**config.mk**
```make
export PLATFORM = sky130hd
export DESIGN_NAME = hazard_ctrl
export DESIGN_NICKNAME = d
export VERILOG_FILES = /design/src/rtl/hazard_pkg.sv /design/src/rtl/hazard_ctrl_div_stall_fsm.sv /design/src/rtl/hazard_ctrl.sv
export SDC_FILE = /design/constraint.sdc
export NUM_CORES = 1
export LEC_CHECK = 0
export ABC_AREA = 1
export BUFFER_PORTS_ARGS = -buffer_cell sky130_fd_sc_hd__buf_2
export CORE_ASPECT_RATIO = 2
export CORE_MARGIN = 2
export CORE_UTILIZATION = 53
export CTS_BUF_LIST = sky130_fd_sc_hd__clkbuf_4 sky130_fd_sc_hd__clkbuf_8 sky130_fd_sc_hd__clkbuf_16
export CTS_CLUSTER_DIAMETER = 50
export CTS_CLUSTER_SIZE = 8
export DETAILED_ROUTE_END_ITERATION = 12
export PLACE_DENSITY = 0.84
export SLEW_MARGIN = 10
export SYNTH_ARGS = -nofsm -noshare
export SYNTH_HDL_FRONTEND = slang
export SYNTH_SLANG_ARGS = --single-unit
```
**constraint.sdc**
```tcl
create_clock -name clk -period 2.01 [get_ports clk]
set_input_delay 0.402 -clock clk [delete_from_list [all_inputs] [get_ports clk]]
set_output_delay 0.402 -clock clk [all_outputs]
set_load 0.01 [all_outputs]
```
**src/rtl/hazard_pkg.sv**
```systemverilog
// Shared encodings for the pipeline hazard unit.
package hazard_pkg;

  // Operand source selects for the forwarding muxes
  localparam logic [1:0] FWD_NONE = 2'b00;
  localparam logic [1:0] FWD_W    = 2'b01;
  localparam logic [1:0] FWD_M    = 2'b10;

  // Multi-cycle divider occupancy state
  typedef enum logic {
    DIV_IDLE = 1'b0,
    DIV_BUSY = 1'b1
  } divState_t;

endpackage

```
**src/rtl/hazard_ctrl_div_stall_fsm.sv**
```systemverilog
// Divider occupancy tracker: holds BUSY for DIV_LAT cycles after a start.
module div_stall_fsm
  import hazard_pkg::*;
#(
  parameter int DIV_LAT = 32
) (
  input  logic clk,
  input  logic resetn,
  input  logic start,
  input  logic abort,
  output logic busy
);

  localparam int CW = (DIV_LAT > 2) ? $clog2(DIV_LAT) : 1;

  divState_t     state;
  logic [CW-1:0] cnt;

  // State, countdown and registered busy flag; abort drops BUSY on the next edge
  always_ff @(posedge clk or negedge resetn) begin
    if (!resetn) begin
      state <= DIV_IDLE;
      cnt   <= '0;
      busy  <= 1'b0;
    end else begin
      case (state)
        DIV_IDLE: begin
          if (start) begin
            state <= DIV_BUSY;
            cnt   <= CW'(DIV_LAT - 1);
            busy  <= 1'b1;
          end
        end
        DIV_BUSY: begin
          // a second start while busy is deliberately ignored
          if (abort || cnt == '0) begin
            state <= DIV_IDLE;
            cnt   <= '0;
            busy  <= 1'b0;
          end else begin
            cnt <= cnt - 1'b1;
          end
        end
        default: begin
          state <= DIV_IDLE;
          cnt   <= '0;
          busy  <= 1'b0;
        end
      endcase
    end
  end

endmodule

```
**src/rtl/hazard_ctrl.sv**
```systemverilog
// Pipeline hazard unit: forwarding selects, load-use / branch stalls,
// divider occupancy stalls, exception flushes and a stall-cycle counter.
module hazard_ctrl
  import hazard_pkg::*;
#(
  parameter int REG_AW  = 5,
  parameter int DIV_LAT = 32,
  parameter int BR_IN_D = 1,
  parameter int CNT_W   = 32
) (
  input  logic              clk,
  input  logic              resetn,
  input  logic [REG_AW-1:0] rsD,
  input  logic [REG_AW-1:0] rtD,
  input  logic              branchD,
  input  logic [REG_AW-1:0] rsE,
  input  logic [REG_AW-1:0] rtE,
  input  logic [REG_AW-1:0] writeregE,
  input  logic              regwriteE,
  input  logic              memtoregE,
  input  logic              divstartE,
  input  logic              branchtakenE,
  input  logic [REG_AW-1:0] writeregM,
  input  logic              regwriteM,
  input  logic              memtoregM,
  input  logic              hilowriteM,
  input  logic              exceptM,
  input  logic [REG_AW-1:0] writeregW,
  input  logic              regwriteW,
  input  logic              hilowriteW,
  output logic              stallF,
  output logic              stallD,
  output logic              stallE,
  output logic              flushD,
  output logic              flushE,
  output logic              flushM,
  output logic              flushW,
  output logic              forwardaD,
  output logic              forwardbD,
  output logic [1:0]        forwardaE,
  output logic [1:0]        forwardbE,
  output logic [1:0]        forwardhiloE,
  output logic              divbusy,
  output logic [CNT_W-1:0]  stallcnt
);

  localparam bit BR_D = (BR_IN_D != 0);

  // M beats W; register 0 is hardwired and never forwarded
  function automatic logic [1:0] fwdSel(input logic [REG_AW-1:0] src,
                                        input logic [REG_AW-1:0] wrM, input logic weM,
                                        input logic [REG_AW-1:0] wrW, input logic weW);
    if (src == '0)              return FWD_NONE;
    if (weM && src == wrM)      return FWD_M;
    if (weW && src == wrW)      return FWD_W;
    return FWD_NONE;
  endfunction

  logic lwStall, brStall, hazStall, brTakenE;

  div_stall_fsm #(.DIV_LAT(DIV_LAT)) uDiv (
    .clk    (clk),
    .resetn (resetn),
    .start  (divstartE && !exceptM),
    .abort  (exceptM),
    .busy   (divbusy)
  );

  // Hazard detection and the stall/flush/forward decisions
  always_comb begin
    lwStall  = memtoregE && (writeregE != '0) && (writeregE == rsD || writeregE == rtD);
    brStall  = BR_D && branchD &&
               ((regwriteE && (writeregE != '0) && (writeregE == rsD || writeregE == rtD)) ||
                (memtoregM && (writeregM != '0) && (writeregM == rsD || writeregM == rtD)));
    brTakenE = !BR_D && branchtakenE;
    // a taken E-branch squashes D anyway, so holding F/D for it is pointless
    hazStall = (lwStall || brStall) && !brTakenE;

    forwardaE    = fwdSel(rsE, writeregM, regwriteM, writeregW, regwriteW);
    forwardbE    = fwdSel(rtE, writeregM, regwriteM, writeregW, regwriteW);
    forwardhiloE = hilowriteM ? FWD_M : (hilowriteW ? FWD_W : FWD_NONE);
    forwardaD    = BR_D && (fwdSel(rsD, writeregM, regwriteM, writeregW, 1'b0) == FWD_M);
    forwardbD    = BR_D && (fwdSel(rtD, writeregM, regwriteM, writeregW, 1'b0) == FWD_M);

    stallF = 1'b0;
    stallD = 1'b0;
    stallE = 1'b0;
    flushD = 1'b0;
    flushE = 1'b0;
    flushM = 1'b0;
    flushW = 1'b0;
    if (exceptM) begin
      flushD = 1'b1;
      flushE = 1'b1;
      flushM = 1'b1;
      flushW = 1'b1;
    end else begin
      stallF = hazStall || divbusy;
      stallD = hazStall || divbusy;
      stallE = divbusy;
      flushD = brTakenE;
      // E is frozen while the divider runs, so no bubble is inserted there
      flushE = (lwStall || brStall) && !divbusy;
      flushM = divbusy;
    end
  end

  // Saturating count of cycles in which fetch was held
  always_ff @(posedge clk or negedge resetn) begin
    if (!resetn)                          stallcnt <= '0;
    else if (stallF && stallcnt != '1)    stallcnt <= stallcnt + 1'b1;
  end

endmodule

```
==> impl_metrics.py, run 1 <==
metrics = {
    "cts": {
        "cts.sinks": 39,
        "htreeDepth": 2,
        "tritoncts": "done",
        "path_clk_slew_ps": 50,
        "numCtsBuffers": 5,
        "clk_latency_ps": 280,
        "clock_tree.buffer_depth": 2,
        "clk_root_buffer_cell": "clkbuf_16",
    },
    "yosys": {
        "ys_seq_area_share_pct": 28.6,
        "yosys_warnings": 0,
        "synth_flop_cell": "dfrtp_1",
        "avgSynthCellArea_um2": 6.31,
        "synth_edf_count": 0,
        "synthArstFlopShare_pct": 100,
        "synth_seq_cells": 39,
        "synth.distinct_cells": 37,
        "syn-cell-area_um2": 3410,
        "syn-instance-count": 541,
        "synth_nets": 591,
    },
    "placement": {
        "place.gp.congestion": 0.934,
        "pre_cts_ws_ps": 47.9,
        "placedCellCount": 718,
        "placed_area_um2": 4010,
        "place_hpwl_um": 8180,
        "port_buffers": 94,
    },
    "hold_path": {
        "hp-class": "in2async",
    },
    "sta": {
        "fmax_mhz": 519,
        "hold_ws_ps": 181,
        "fin_ws_ps": 81.4,
        "setup_viol": 0,
        "slew_headroom_pct": 66.7,
        "period_share_pct": 96.0,
        "worst_pin_slew_ps": 500,
        "setup_tns_ps": 0,
        "final_max_slew_viol_count": 0,
        "min_period_ps": 1930,
        "finalHoldViolations": 0,
        "rsz0062_at_grt": "false",
        "fin_worst_skew_ps": 2.18,
    },
    "global_routing": {
        "grt_pass1_wl_um": 16900,
        "grt_max_degree": 40,
        "grt_use_total_pct": 30.2,
        "antenna_found_initial": 0,
        "first_global_vias": 3922,
        "grt-ovfl-total": 0,
    },
    "detailed_routing": {
        "drt_pass1_iterations": 4,
        "vias": 3978,
        "drtIter0Drc": 313,
        "wl_per_cell_um": 14.1,
        "routed_wl_um": 10300,
        "vias_per_cell": 5.46,
        "drc": 0,
        "antenna_left": 0,
    },
    "critical_path": {
        "end_kind": "output port",
        "crit_top_cell": "nand2_1",
        "reg2regPathDepth": 10,
        "cpPeakStageDelay_ps": 180,
        "worst-path-max-fanout": 5,
        "start_kind": "input port",
        "reg2reg_slack_ps": 130,
        "r2r-start": "stallcnt[1]",
        "worstPathCellList": "buf_2 -> inv_2 -> nand2_1 -> nand2_1 -> nor2_1 -> nand3_1 -> nand2_1 -> nand2_1 -> a31oi_2 -> buf_2",
        "path_class": "in2out",
        "r2r_end": "stallcnt[30]",
        "crit_path_end": "stallF",
        "cp-startpoint": "writeregM[1]",
        "worst_ep_required_time_ps": 1610,
        "crit_slowest_cell": "a31oi_2",
        "cp.arrival_ps": 1530,
    },
    "cells_and_area": {
        "area_delta_synth_final_pct": 22.9,
        "utilization_pct": 67.1,
        "final_cell_area_um2": 4200,
        "fin_cells": 729,
        "nNetsFinal": 692,
        "drive_above_1_share_pct": 22.7,
        "diodes": 0,
    },
    "power": {
        "power_mw": 2.84,
        "p_leak_nw": 2.28,
        "powerDensity_nw_per_um2": 677,
        "irDropWorstVdd_uv": 506,
    },
    "job": {
        "drv_cap": 0,
    },
    "die": {
        "fp-row-count": 41,
        "die_area_um2": 7140,
        "die_h_um": 117,
        "core_um2": 6260,
        "die_w_um": 60.7,
        "start_util_pct": 54.5,
        "ios": 96,
    },
    "outcome": {
        "outcome": "completed",
    },
}
synth_stat cells, types with 3 or more instances:
cell type / n / share of area [%]
dfrtp_1: 39 / 29
nor2_1: 55 / 6.0
o22ai_1: 8 / 1.5
inv_1: 73 / 8.0
nand3_1: 32 / 4.7
buf_2: 6 / 0.88
o21ai_0: 5 / 0.73
xor2_1: 12 / 3.1
nor2_4: 3 / 0.99
a211oi_1: 3 / 0.66
nand4_1: 39 / 7.1
a221oi_1: 6 / 1.5
buf_1: 3 / 0.33
nand2_1: 178 / 20
a21oi_1: 6 / 0.88
nor3_1: 14 / 2.1
inv_2: 8 / 0.88
buf_4: 8 / 1.8
xnor2_1: 13 / 3.3
nor2_2: 4 / 0.73
how the worst min path moves through the flow:
stage / end / slack, ps / start
2_1_floorplan: stallcnt[0] / 110 / resetn
3_3_place_gp: stallcnt[12] / 480 / resetn
3_5_place_dp: stallcnt[11] / 500 / resetn
4_1_cts: stallcnt[13] / 200 / resetn
5_1_grt: stallcnt[13] / 220 / resetn
6_report: stallcnt[16] / 180 / resetn
layout make-up:
type	count	area, um^2
Clock buffer	7	140
Clock inverter	1	5.00
Fill cell	611	2060
Inverter	81	304
Multi-Input combinational cell	400	2020
Sequential cell	39	976
Tap cell	86	108
Timing Repair Buffer	115	647
worst max-delay path, delay by kind of cell:
kind                   cells  cell delay, ps
AND/OR/NAND/NOR            6             570
AO/OA/AOI/OAI              1             180
buffers and inverters      3             370
power by group:
part | internal [mW] | switching, mW | total [mW]
Combinational | 0.420 | 0.640 | 1.06
Sequential | 0.903 | 0.101 | 1.00
Clock | 0.485 | 0.293 | 0.778
Total | 1.81 | 1.03 | 2.84
flip-flops by register name (all words and copies together) (netlist names):
signal      cells
stallcnt       32
uDiv.busy       1
uDiv.state      1
uDiv.cnt        5
cell families after synthesis:
| group | count (synthesis) | synth area share (%) |
|---|---|---|
| XOR/XNOR | 25 | 6.41 |
| AO/OA/AOI/OAI | 38 | 7.59 |
| AND/OR/NAND/NOR | 335 | 43.9 |
| adder cells (fa/ha/maj) | 2 | 0.733 |
| buffers and inverters | 102 | 12.8 |
| flip-flops | 39 | 28.6 |
routing by layer:
layer / share of wire (%) / track usage, % / vias up
li1: - / - / 1951
met1: 34 / 28.6 / 1844
met2: 58 / 57.5 / 148
met3: 3.4 / 3.30 / 35
met4: 4.4 / 16.2 / 0
met5: 0 / 0 / -
cell usage in the layout (no fill, tap or decap), types with 2 or more instances in the layout:
cell,synthesis,routed
nand4_1,39,39
clkbuf_4,0,3
o22ai_1,8,8
buf_4,8,19
a221oi_1,6,6
nand3_1,32,32
buf_2,6,93
inv_1,73,73
o21bai_1,2,2
a311oi_1,2,2
a211oi_1,3,3
a21oi_1,6,6
o2111ai_1,2,2
xnor2_1,13,13
nor2_1,55,55
nor2_4,3,3
nand3_2,2,2
xor2_1,12,12
nor3_1,14,14
dfrtp_1,39,39
o21ai_0,5,5
nand3b_1,2,2
clkbuf_16,0,5
nor2_2,4,4
nand2_1,178,178
inv_2,8,8
timing repair:
action / in CTS / in global routing
endpoints found under the setup margin: 0 / 34
hold buffers: 0 / 0
gates resized for setup: 0 / 5
buffers inserted: 0 / 3
Power figures use the tool's default switching activity.
==> run 2, diff against run 1 <==
--- a/config.mk
+++ b/config.mk
@@ -14,7 +14,7 @@
 export CTS_CLUSTER_DIAMETER = 50
 export CTS_CLUSTER_SIZE = 8
 export DETAILED_ROUTE_END_ITERATION = 12
-export PLACE_DENSITY = 0.84
+export PLACE_DENSITY = 0.81
 export SLEW_MARGIN = 10
 export SYNTH_ARGS = -nofsm -noshare
 export SYNTH_HDL_FRONTEND = slang
==> run 2 against run 1 <==
  * Die area did not move
  * Clock power rose by 16%
  * Largest power group unchanged
  * Register-to-register slack better by 40 ps
  * Highest routed layer unchanged
  * Critical endpoint is now flushE
==> impl_metrics.py, run 2 (synthesized netlist as in run 1, its figures left out) <==
metrics = {
    "outcome": {
        "outcome": "completed",
    },
    "critical_path": {
        "r2r_end": "stallcnt[22]",
        "path_class": "in2out",
        "reg2regPathDepth": 11,
        "reg2reg_slack_ps": 170,
        "worst-path-max-fanout": 5,
        "path_delay_family": "simple AND/OR/NAND/NOR gates",
        "cpPeakStageDelay_ps": 180,
        "end_kind": "output port",
        "crit_top_cell": "nand2_1",
        "worst_ep_required_time_ps": 1610,
        "worstPathCellList": "buf_2 -> inv_2 -> nand2_1 -> nand2_1 -> nor2_1 -> nand3_1 -> nand2_1 -> nand2_2 -> a31oi_1 -> buf_2",
        "cp.arrival_ps": 1470,
        "r2r-start": "stallcnt[1]",
        "crit_buf_inv": 3,
        "crit_slowest_cell": "a31oi_1",
        "start_kind": "input port",
    },
    "power": {
        "power_mw": 2.98,
        "powerDensity_nw_per_um2": 705,
        "irDropWorstVdd_uv": 714,
        "p_leak_nw": 2.29,
    },
    "sta": {
        "final_max_slew_viol_count": 0,
        "worst_pin_slew_ps": 477,
        "finalHoldViolations": 0,
        "setup_viol": 0,
        "setup_tns_ps": 0,
        "slew_headroom_pct": 68.2,
        "min_period_ps": 1870,
        "fmax_mhz": 534,
        "fin_worst_skew_ps": 2.21,
        "fin_ws_ps": 136,
        "period_share_pct": 93.3,
    },
    "placement": {
        "place_hpwl_um": 8260,
        "placedCellCount": 718,
        "placed_area_um2": 4020,
        "place.gp.congestion": 0.982,
        "port_buffers": 94,
        "pre_cts_ws_ps": 79.2,
    },
    "die": {
        "start_util_pct": 54.5,
        "die_area_um2": 7140,
        "core_um2": 6260,
        "die_h_um": 117,
        "die_w_um": 60.7,
        "fp-row-count": 41,
        "ios": 96,
    },
    "cts": {
        "numCtsBuffers": 5,
        "clk_root_buffer_cell": "clkbuf_16",
        "cts.sinks": 39,
        "clock_tree.buffer_depth": 2,
        "path_clk_slew_ps": 60,
        "tritoncts": "done",
        "htreeDepth": 2,
        "ctsHoldBuffers": 0,
        "clk_latency_ps": 290,
    },
    "cells_and_area": {
        "fin_cells": 727,
        "diodes": 0,
        "final_cell_area_um2": 4230,
        "layout_commonest_cell": "nand2_1",
        "regMostFlops": "stallcnt",
        "largest_reg_flops": 32,
        "area_delta_synth_final_pct": 23.9,
        "drive_above_1_share_pct": 22.9,
        "reg_top3": "stallcnt (32), uDiv.cnt (5)",
        "mostFrequentLayoutCells": "177 x nand2_1, 94 x buf_2, 73 x inv_1",
        "nNetsFinal": 691,
    },
    "detailed_routing": {
        "routed_wl_um": 10400,
        "vias_per_cell": 5.49,
        "vias": 3993,
        "drc": 0,
        "drt_pass1_iterations": 5,
        "wl_per_cell_um": 14.3,
        "antenna_left": 0,
        "drtIter0Drc": 266,
    },
    "global_routing": {
        "antenna_found_initial": 0,
        "grt_max_degree": 30,
        "first_global_vias": 3861,
        "grt_use_total_pct": 29.7,
        "grt_pass1_wl_um": 16500,
        "grt-ovfl-total": 0,
    },
    "hold_path": {
        "hp-class": "in2async",
    },
    "job": {
        "drv_cap": 0,
    },
}
[run 2: cell types whose count changed in the layout (fill, tap and decap cells not counted), sizes merged]
| cell | previous run | this run |
|---|---|---|
| clkbuf | 8 | 6 |
| bufinv | 0 | 1 |
| clkinv | 1 | 0 |
[run 2: repair_timing]
item                       CTS  global route
buffers inserted             0             2
hold endpoints to repair     0             0
setup endpoints to repair    0             8
gates resized for setup      0             7
[run 2: worst max path at each step]
stage | from | to | slack (ps) | cells after the start
finish | writeregM[1] | flushE | 140 | 10
global route | stallcnt[0] | stallcnt[22] | -1 | 11
CTS | stallcnt[1] | stallcnt[24] | 60 | 10
detailed placement | stallcnt[1] | stallcnt[24] | 80 | 10
global placement | writeregM[2] | stallF | 110 | 10
floorplan | writeregM[0] | stallF | 130 | 10
[run 2: metrics by stage]
step                      utilization (%)  hold WS, ps
after global placement               64.2          381
after floorplan                         -          106
final                                67.6         58.4
after detailed placement             64.2          383
after global routing                 67.6          100
after CTS                            66.8         79.5
[run 2: area by class of cell]
cell class | count | area, um^2
multi-input combinational | 400 | 2030
clock inverter | 1 | 30.0
inverter | 81 | 304
clock buffer | 6 | 133
tap | 86 | 108
fill | 611 | 2030
timing repair buffer | 114 | 649
sequential | 39 | 976
[run 2: routing by layer]
metal  track usage [%]  vias up  wire [um]
met3              3.08       34        465
li1                  -     1949          -
met4              15.8        0        454
met2              56.5      170       5980
met5                 0        -          0
met1              28.5     1840       3510
[run 2: report_power, final]
| part | switching, mW | total [mW] | internal (mW) |
|---|---|---|---|
| clock network | 0.312 | 0.904 | 0.592 |
| registers | 0.102 | 1.00 | 0.902 |
| logic | 0.642 | 1.07 | 0.430 |
| total | 1.06 | 2.98 | 1.93 |
